### src/rtl/ahb2apb_pkg.sv
// Shared types and helpers for the AHB-Lite to APB4 multi-slave bridge.
// Holds the FSM state encoding, AHB encodings and the byte-strobe helper.
package ahb2apb_pkg;

  typedef enum logic [2:0] {
    ST_IDLE   = 3'd0,
    ST_PEND   = 3'd1,
    ST_SETUP  = 3'd2,
    ST_ACCESS = 3'd3,
    ST_RDONE  = 3'd4,
    ST_ERR1   = 3'd5,
    ST_ERR2   = 3'd6
  } state_t;

  localparam logic [1:0] HTRANS_IDLE   = 2'b00;
  localparam logic [1:0] HTRANS_BUSY   = 2'b01;
  localparam logic [1:0] HTRANS_NONSEQ = 2'b10;
  localparam logic [1:0] HTRANS_SEQ    = 2'b11;

  localparam logic HRESP_OKAY  = 1'b0;
  localparam logic HRESP_ERROR = 1'b1;

  // Byte lanes covered by a 2^size access at addr_lo on a 2^bus_log2-byte bus.
  // Result is 8 lanes wide; narrower buses use the low lanes only.
  function automatic logic [7:0] strb_from_size(input logic [2:0] size,
                                                input logic [2:0] addr_lo,
                                                input logic [2:0] bus_log2);
    logic [7:0] lane_mask;
    logic [2:0] base;
    lane_mask = 8'hFF;
    base      = 3'd0;
    if (size < bus_log2) begin
      case (size)
        3'd0:    begin lane_mask = 8'h01; base = addr_lo;                end
        3'd1:    begin lane_mask = 8'h03; base = {addr_lo[2:1], 1'b0};   end
        default: begin lane_mask = 8'h0F; base = {addr_lo[2], 2'b00};    end
      endcase
    end
    return lane_mask << base;
  endfunction

endpackage

### src/rtl/ahb2apb_strb_gen.sv
// PSTRB generator: write byte strobes from HSIZE and the low address bits.
// Reads always produce an all-zero strobe.
module ahb2apb_strb_gen
  import ahb2apb_pkg::*;
#(
  parameter int DATAWIDTH = 32
) (
  input  logic [2:0]             hsize,
  input  logic [2:0]             haddr_lo,
  input  logic                   hwrite,
  output logic [DATAWIDTH/8-1:0] pstrb
);

  localparam logic [2:0] BUS_LOG2 = (DATAWIDTH == 64) ? 3'd3 : 3'd2;

  logic [2:0] lane_addr;
  logic [7:0] strb_full;
  logic       unused_strb;

  // On a 32-bit bus address bit 2 selects a different word, not a lane.
  assign lane_addr   = (DATAWIDTH == 64) ? haddr_lo : {1'b0, haddr_lo[1:0]};
  assign strb_full   = strb_from_size(hsize, lane_addr, BUS_LOG2);
  assign pstrb       = hwrite ? strb_full[DATAWIDTH/8-1:0] : '0;
  assign unused_strb = ^strb_full;

endmodule

### src/rtl/ahb2apb_bridge_mux.sv
// AHB-Lite to APB4 bridge with HADDR-decoded slave selects, wait states,
// APB timeout and two-cycle AHB ERROR responses. APB side steps on PCLKEN.
module ahb2apb_bridge_mux
  import ahb2apb_pkg::*;
#(
  parameter int ADDRWIDTH   = 16,
  parameter int DATAWIDTH   = 32,
  parameter int NUM_PSEL    = 4,
  parameter int RDATA_IFREG = 1,
  parameter int TIMEOUT     = 0
) (
  input  logic                          HCLK,
  input  logic                          HRESET,
  input  logic                          HSEL,
  input  logic [ADDRWIDTH-1:0]          HADDR,
  input  logic [1:0]                    HTRANS,
  input  logic                          HWRITE,
  input  logic [2:0]                    HSIZE,
  input  logic [3:0]                    HPROT,
  input  logic [DATAWIDTH-1:0]          HWDATA,
  input  logic                          HREADY,
  output logic                          HREADYOUT,
  output logic                          HRESP,
  output logic [DATAWIDTH-1:0]          HRDATA,
  input  logic                          PCLKEN,
  output logic [NUM_PSEL-1:0]           PSEL,
  output logic                          PENABLE,
  output logic [ADDRWIDTH-1:0]          PADDR,
  output logic                          PWRITE,
  output logic [DATAWIDTH-1:0]          PWDATA,
  output logic [DATAWIDTH/8-1:0]        PSTRB,
  output logic [2:0]                    PPROT,
  input  logic [NUM_PSEL*DATAWIDTH-1:0] PRDATA,
  input  logic [NUM_PSEL-1:0]           PREADY,
  input  logic [NUM_PSEL-1:0]           PSLVERR,
  output logic                          APBACTIVE
);

  localparam int SEL_BITS = (NUM_PSEL > 1) ? $clog2(NUM_PSEL) : 1;
  localparam int TCNT_W   = (TIMEOUT > 1) ? $clog2(TIMEOUT + 1) : 1;
  localparam logic [SEL_BITS:0] NUM_PSEL_W = (SEL_BITS + 1)'(NUM_PSEL);
  localparam logic [TCNT_W-1:0] TLAST      = TCNT_W'((TIMEOUT > 0) ? TIMEOUT - 1 : 0);

  state_t                  state_reg, state_next;
  logic [ADDRWIDTH-1:0]    paddr_reg;
  logic                    pwrite_reg;
  logic [SEL_BITS-1:0]     idx_reg;
  logic [2:0]              pprot_reg;
  logic [DATAWIDTH/8-1:0]  pstrb_reg;
  logic [DATAWIDTH-1:0]    pwdata_reg;
  logic [DATAWIDTH-1:0]    hrdata_reg;
  logic [TCNT_W-1:0]       tcnt_reg;

  logic                    req;
  logic                    accept;
  logic [SEL_BITS-1:0]     hit_idx;
  logic                    decode_ok;
  logic [DATAWIDTH/8-1:0]  strb_new;
  logic [DATAWIDTH-1:0]    prdata_arr [NUM_PSEL];
  logic [DATAWIDTH-1:0]    prdata_sel;
  logic                    pready_sel;
  logic                    pslverr_sel;
  logic                    apb_sel;
  logic                    done;
  logic                    timeout_hit;
  logic                    rd_bypass;
  logic                    unused_ok;

  // req ignores HREADYOUT; the FSM only consults it in states driving HREADYOUT=1.
  assign req       = HSEL & HREADY & HTRANS[1];
  assign accept    = req & HREADYOUT;
  assign hit_idx   = HADDR[ADDRWIDTH-1 -: SEL_BITS];
  assign decode_ok = {1'b0, hit_idx} < NUM_PSEL_W;
  assign unused_ok = ^{HPROT[3:2], HTRANS[0]};

  ahb2apb_strb_gen #(.DATAWIDTH(DATAWIDTH)) u_strb (
    .hsize    (HSIZE),
    .haddr_lo (HADDR[2:0]),
    .hwrite   (HWRITE),
    .pstrb    (strb_new)
  );

  assign apb_sel = (state_reg == ST_SETUP) || (state_reg == ST_ACCESS);

  genvar gi;
  generate
    for (gi = 0; gi < NUM_PSEL; gi++) begin : g_slave
      assign prdata_arr[gi] = PRDATA[gi*DATAWIDTH +: DATAWIDTH];
      assign PSEL[gi]       = apb_sel && (idx_reg == SEL_BITS'(gi));
    end
  endgenerate

  always_comb begin
    prdata_sel  = '0;
    pready_sel  = 1'b0;
    pslverr_sel = 1'b0;
    for (int i = 0; i < NUM_PSEL; i++) begin
      if (idx_reg == SEL_BITS'(i)) begin
        prdata_sel  = prdata_arr[i];
        pready_sel  = PREADY[i];
        pslverr_sel = PSLVERR[i];
      end
    end
  end

  assign done        = (state_reg == ST_ACCESS) && PCLKEN && pready_sel;
  assign timeout_hit = (TIMEOUT != 0) && (state_reg == ST_ACCESS) && PCLKEN &&
                       !pready_sel && (tcnt_reg == TLAST);

  always_comb begin
    state_next = state_reg;
    HREADYOUT  = 1'b1;
    HRESP      = HRESP_OKAY;
    rd_bypass  = 1'b0;
    case (state_reg)
      ST_IDLE: begin
        if (req) state_next = decode_ok ? ST_PEND : ST_ERR1;
      end
      ST_PEND: begin
        HREADYOUT = 1'b0;
        if (PCLKEN) state_next = ST_SETUP;
      end
      ST_SETUP: begin
        HREADYOUT = 1'b0;
        if (PCLKEN) state_next = ST_ACCESS;
      end
      ST_ACCESS: begin
        HREADYOUT = 1'b0;
        if (done) begin
          if (pslverr_sel) begin
            state_next = ST_ERR1;
          end else if (RDATA_IFREG != 0) begin
            state_next = ST_RDONE;
          end else begin
            HREADYOUT  = 1'b1;
            rd_bypass  = 1'b1;
            state_next = req ? (decode_ok ? ST_PEND : ST_ERR1) : ST_IDLE;
          end
        end else if (timeout_hit) begin
          state_next = ST_ERR1;
        end
      end
      ST_RDONE: begin
        state_next = req ? (decode_ok ? ST_PEND : ST_ERR1) : ST_IDLE;
      end
      ST_ERR1: begin
        HREADYOUT  = 1'b0;
        HRESP      = HRESP_ERROR;
        state_next = ST_ERR2;
      end
      ST_ERR2: begin
        HRESP      = HRESP_ERROR;
        state_next = req ? (decode_ok ? ST_PEND : ST_ERR1) : ST_IDLE;
      end
      default: state_next = ST_IDLE;
    endcase
  end

  always_ff @(posedge HCLK) begin
    if (HRESET) begin
      state_reg  <= ST_IDLE;
      paddr_reg  <= '0;
      pwrite_reg <= 1'b0;
      idx_reg    <= '0;
      pprot_reg  <= '0;
      pstrb_reg  <= '0;
      pwdata_reg <= '0;
      hrdata_reg <= '0;
      tcnt_reg   <= '0;
    end else begin
      state_reg <= state_next;
      if (accept) begin
        paddr_reg  <= {HADDR[ADDRWIDTH-1:2], 2'b00};
        pwrite_reg <= HWRITE;
        idx_reg    <= hit_idx;
        pprot_reg  <= {~HPROT[0], 1'b0, HPROT[1]};
        pstrb_reg  <= strb_new;
      end
      // HWDATA is the data phase of the accepted write, valid while pending.
      if (state_reg == ST_PEND && pwrite_reg) pwdata_reg <= HWDATA;
      if (state_reg == ST_SETUP) begin
        tcnt_reg <= '0;
      end else if (state_reg == ST_ACCESS && PCLKEN && !pready_sel) begin
        tcnt_reg <= tcnt_reg + TCNT_W'(1);
      end
      if (done && !pslverr_sel) hrdata_reg <= prdata_sel;
    end
  end

  assign HRDATA    = rd_bypass ? prdata_sel : hrdata_reg;
  assign PENABLE   = (state_reg == ST_ACCESS);
  assign PADDR     = paddr_reg;
  assign PWRITE    = pwrite_reg;
  assign PWDATA    = pwdata_reg;
  assign PSTRB     = pstrb_reg;
  assign PPROT     = pprot_reg;
  assign APBACTIVE = (HSEL & HTRANS[1]) | (state_reg != ST_IDLE);

endmodule

### config.mk
export PLATFORM = sky130hd
export DESIGN_NAME = ahb2apb_bridge_mux
export DESIGN_NICKNAME = d
export VERILOG_FILES = /design/src/rtl/ahb2apb_pkg.sv /design/src/rtl/ahb2apb_strb_gen.sv /design/src/rtl/ahb2apb_bridge_mux.sv
export SDC_FILE = /design/constraint.sdc
export NUM_CORES = 1
export LEC_CHECK = 0
export CAP_MARGIN = 10
export CORE_ASPECT_RATIO = 1.2
export CORE_MARGIN = 2
export CORE_UTILIZATION = 30
export CTS_CLUSTER_SIZE = 40
export DETAILED_ROUTE_END_ITERATION = 6
export GPL_TIMING_DRIVEN = 0
export PLACE_DENSITY = 0.77
export RECOVER_POWER = 100
export SLEW_MARGIN = 5
export SYNTH_ARGS = -nofsm -noshare
export SYNTH_HDL_FRONTEND = slang
export SYNTH_SLANG_ARGS = --single-unit
### constraint.sdc
create_clock -name HCLK -period 2 [get_ports HCLK]
set_input_delay 0.4 -clock HCLK [delete_from_list [all_inputs] [get_ports HCLK]]
set_output_delay 0.4 -clock HCLK [all_outputs]
set_load 0.02 [all_outputs]
==> metrics <==
design area ~7700 sq um; CP Capture Point HRESP; xor and xnor area share after synthesis 0.00209; synth warn 0; Yosys cell types 36; Clock Tree Buf Depth 2; Most used DFF post-synth dfxtp_1; placed cell area between 7000 and 8000 sq um; Post-route DRC 0; grt ovf 0; CTS buffer count 9; fin crit period ~1.9 ns; worst r2r src idx_reg[0]$_SDFFE_PP0P_; Placed Cells incl. Taps 930; number of DRC markers in iteration 0 between 150 and 200; Cell Rows 47; hold path depth 2; PortBufs about 290; clock root cell clkbuf_16; Worst Reg2Reg Path Length in Cells 6; Clk pin slew, worst setup/hold paths approximately 0.07 ns; Seq/Total Area, Yosys 0.419; DR WL/cell approximately 17 um; Vias/cell around 4.9; Yosys reg bits between 80 and 90; Max Freq about 520 MHz; Max Slew Vio Count 0; status finished clean; Worst EP arrival 1.52 ns; Finished Layout Cells between 900 and 1000; Final period util 0.958; clk_lat worst skew 0.34 ns; routed via count roughly 4700; setup tns final 0 ns; Simple-Gate Fraction of Synth Area 0.175; Starting Density 0.305; VDD IR max between 0.3 and 0.4 mV; setup violators final 0; CP startpoint state_reg[0]$_SDFFE_PP0P_; initial antenna violation count 1; crit path max fanout 7; r2r setup slk 0.10 ns; Req. time, crit path about 1.6 ns; Cell Area, Synth about 4200 sq um; placer's final routability congestion estimate 0.815; Hold WC Path Type register to register; multiplexer area fraction after synthesis 0.182; Pleak approximately 2.9 nW; area of the multi-input gates between 2000 and 2500 sq um; final WL 16.5 mm; MaxCap Viol Count 0; cells after synthesis 470; Final Util 0.557; CP Class register to output port; Final nets a little under 1000; dpl ws -0.621 ns; first-pass iteration count of the detailed router 4; Worst-Margin Slew about 0.64 ns; Synth Area in Adders 0; crit path launch type register; Clock Skews around 0.0081 ns; post-DP HPWL between 10 and 15 mm; RSZ-0062 raised after global routing no; layout cell share with drive strength beyond 1 0.115; ys async rst share 0; Avg Inst Size Synth 8.94 sq um; chip height 134 um; ANT nets after route 0; EDFF count, synth 0; WHS ~0.45 ns; largest family of logic cells by synthesized area multiplexers; Die ar. around 15000 sq um; pwr/cell area roughly 570 nW/um^2; total power 4.38 mW; reg-to-reg endpoint hrdata_reg[3]$_SDFFE_PP0P_; Max-slew headroom 0.575; Fillers approximately 1300; cts hold-fix bufs 0; first-pass GRT wire length 25.0 mm; clk sinks 88; gr usage total 0.215; TritonCTS clock tree yes; Final Hold Viols 0; via count of the first global-routing pass approximately 4700; Setup WS post-layout 0.0846 ns; Register Area 1770 sq um; compound-gate portion of the synthesized area 0.161; core area 13800 sq um; P&R area growth vs syn 82.5%; Critical Path End Type output port; Die Wd 112 um; H-tree levels 3; largest net degree at the start of global routing 16; Ports roughly 300
==> synthesized netlist by cell type, types with 3 or more instances <==
library cell	instances	area [sq um]
a21oi_1	84	420
buf_1	4	15.0
buf_2	12	60.1
buf_4	6	45.0
buf_6	4	45.0
clkbuf_1	20	75.1
dfxtp_1	88	1760
mux4_2	33	743
nand2_1	105	394
nand2b_1	3	18.8
nand3_1	39	195
nor2_1	6	22.5
nor2b_1	4	25.0
nor3_1	3	15.0
o21ai_0	5	25.0
o21ai_1	27	135
o21ai_2	3	26.3
==> critical path, cell delays in order (launching register included) <==
cell and delay (ns):
dfxtp_1 0.45, nor2b_2 0.25, o21a_1 0.14, dlygate4sd2_1 0.34
==> worst min-delay path by stage <==
stage	slack (ns)	end	from
after floorplan	0.50	PPROT[2]$_SDFFE_PP0P_	HPROT[0]
final	0.45	PWDATA[26]$_SDFFE_PP0P_	PWDATA[26]$_SDFFE_PP0P_
after CTS	0.46	PWDATA[9]$_SDFFE_PP0P_	PWDATA[9]$_SDFFE_PP0P_
after global routing	0.46	PADDR[9]$_SDFFE_PP0P_	PADDR[9]$_SDFFE_PP0P_
after detailed placement	0.45	PWDATA[11]$_SDFFE_PP0P_	PWDATA[11]$_SDFFE_PP0P_
after global placement	0.44	PWDATA[21]$_SDFFE_PP0P_	PWDATA[21]$_SDFFE_PP0P_
==> placed cells by master, fill, tap and decap left out, drive strengths merged, types with 7 or more instances in the layout <==
cell | synthesis | routed
nor2 | 7 | 7
clkbuf | 20 | 42
dfxtp | 88 | 88
nand2 | 105 | 105
clkdlybuf4s50 | 0 | 194
nand3 | 39 | 39
o21ai | 35 | 35
dlygate4sd3 | 0 | 85
buf | 26 | 18
a21oi | 84 | 84
mux4 | 33 | 33
==> report_power, final <==
part           internal, mW  switching [mW]  leakage (nW)
Combinational         0.511           0.304          2.01
Sequential             1.78          0.0181         0.712
Clock                  1.04           0.732         0.148
==> layout make-up <==
cell class,count,share of cell area
antenna,1,0.000327
buffer,45,0.0349
clock buffer,11,0.0330
clock inverter,5,0.00816
inverter,2,0.000980
multi-input combinational,336,0.289
sequential,88,0.231
tap,171,0.0279
timing repair buffer,289,0.375
==> logic make-up (layout without fill, tap and decap cells) <==
group	count (synthesis)	in the layout
compound gates	128	128
other cells	1	4
simple gates	169	169
flops	88	88
xor+xnor	1	1
buf+inv	48	352
mux	35	35
==> metal layers <==
| layer | routed length (um) | up-vias | track usage |
|---|---|---|---|
| li1 | - | 2266 | - |
| met1 | 6380 | 2188 | 0.244 |
| met2 | 8280 | 205 | 0.380 |
| met3 | 1500 | 26 | 0.0696 |
| met4 | 333 | 2 | 0.0752 |
| met5 | 13 | - | 0 |
==> what timing repair did <==
action,4_1_cts,5_1_grt
setup buffers,0,2
resized for setup,39,9
hold endpoints to repair,0,0
endpoints found under the setup margin,24,23
(Power assumes the default switching activity.)
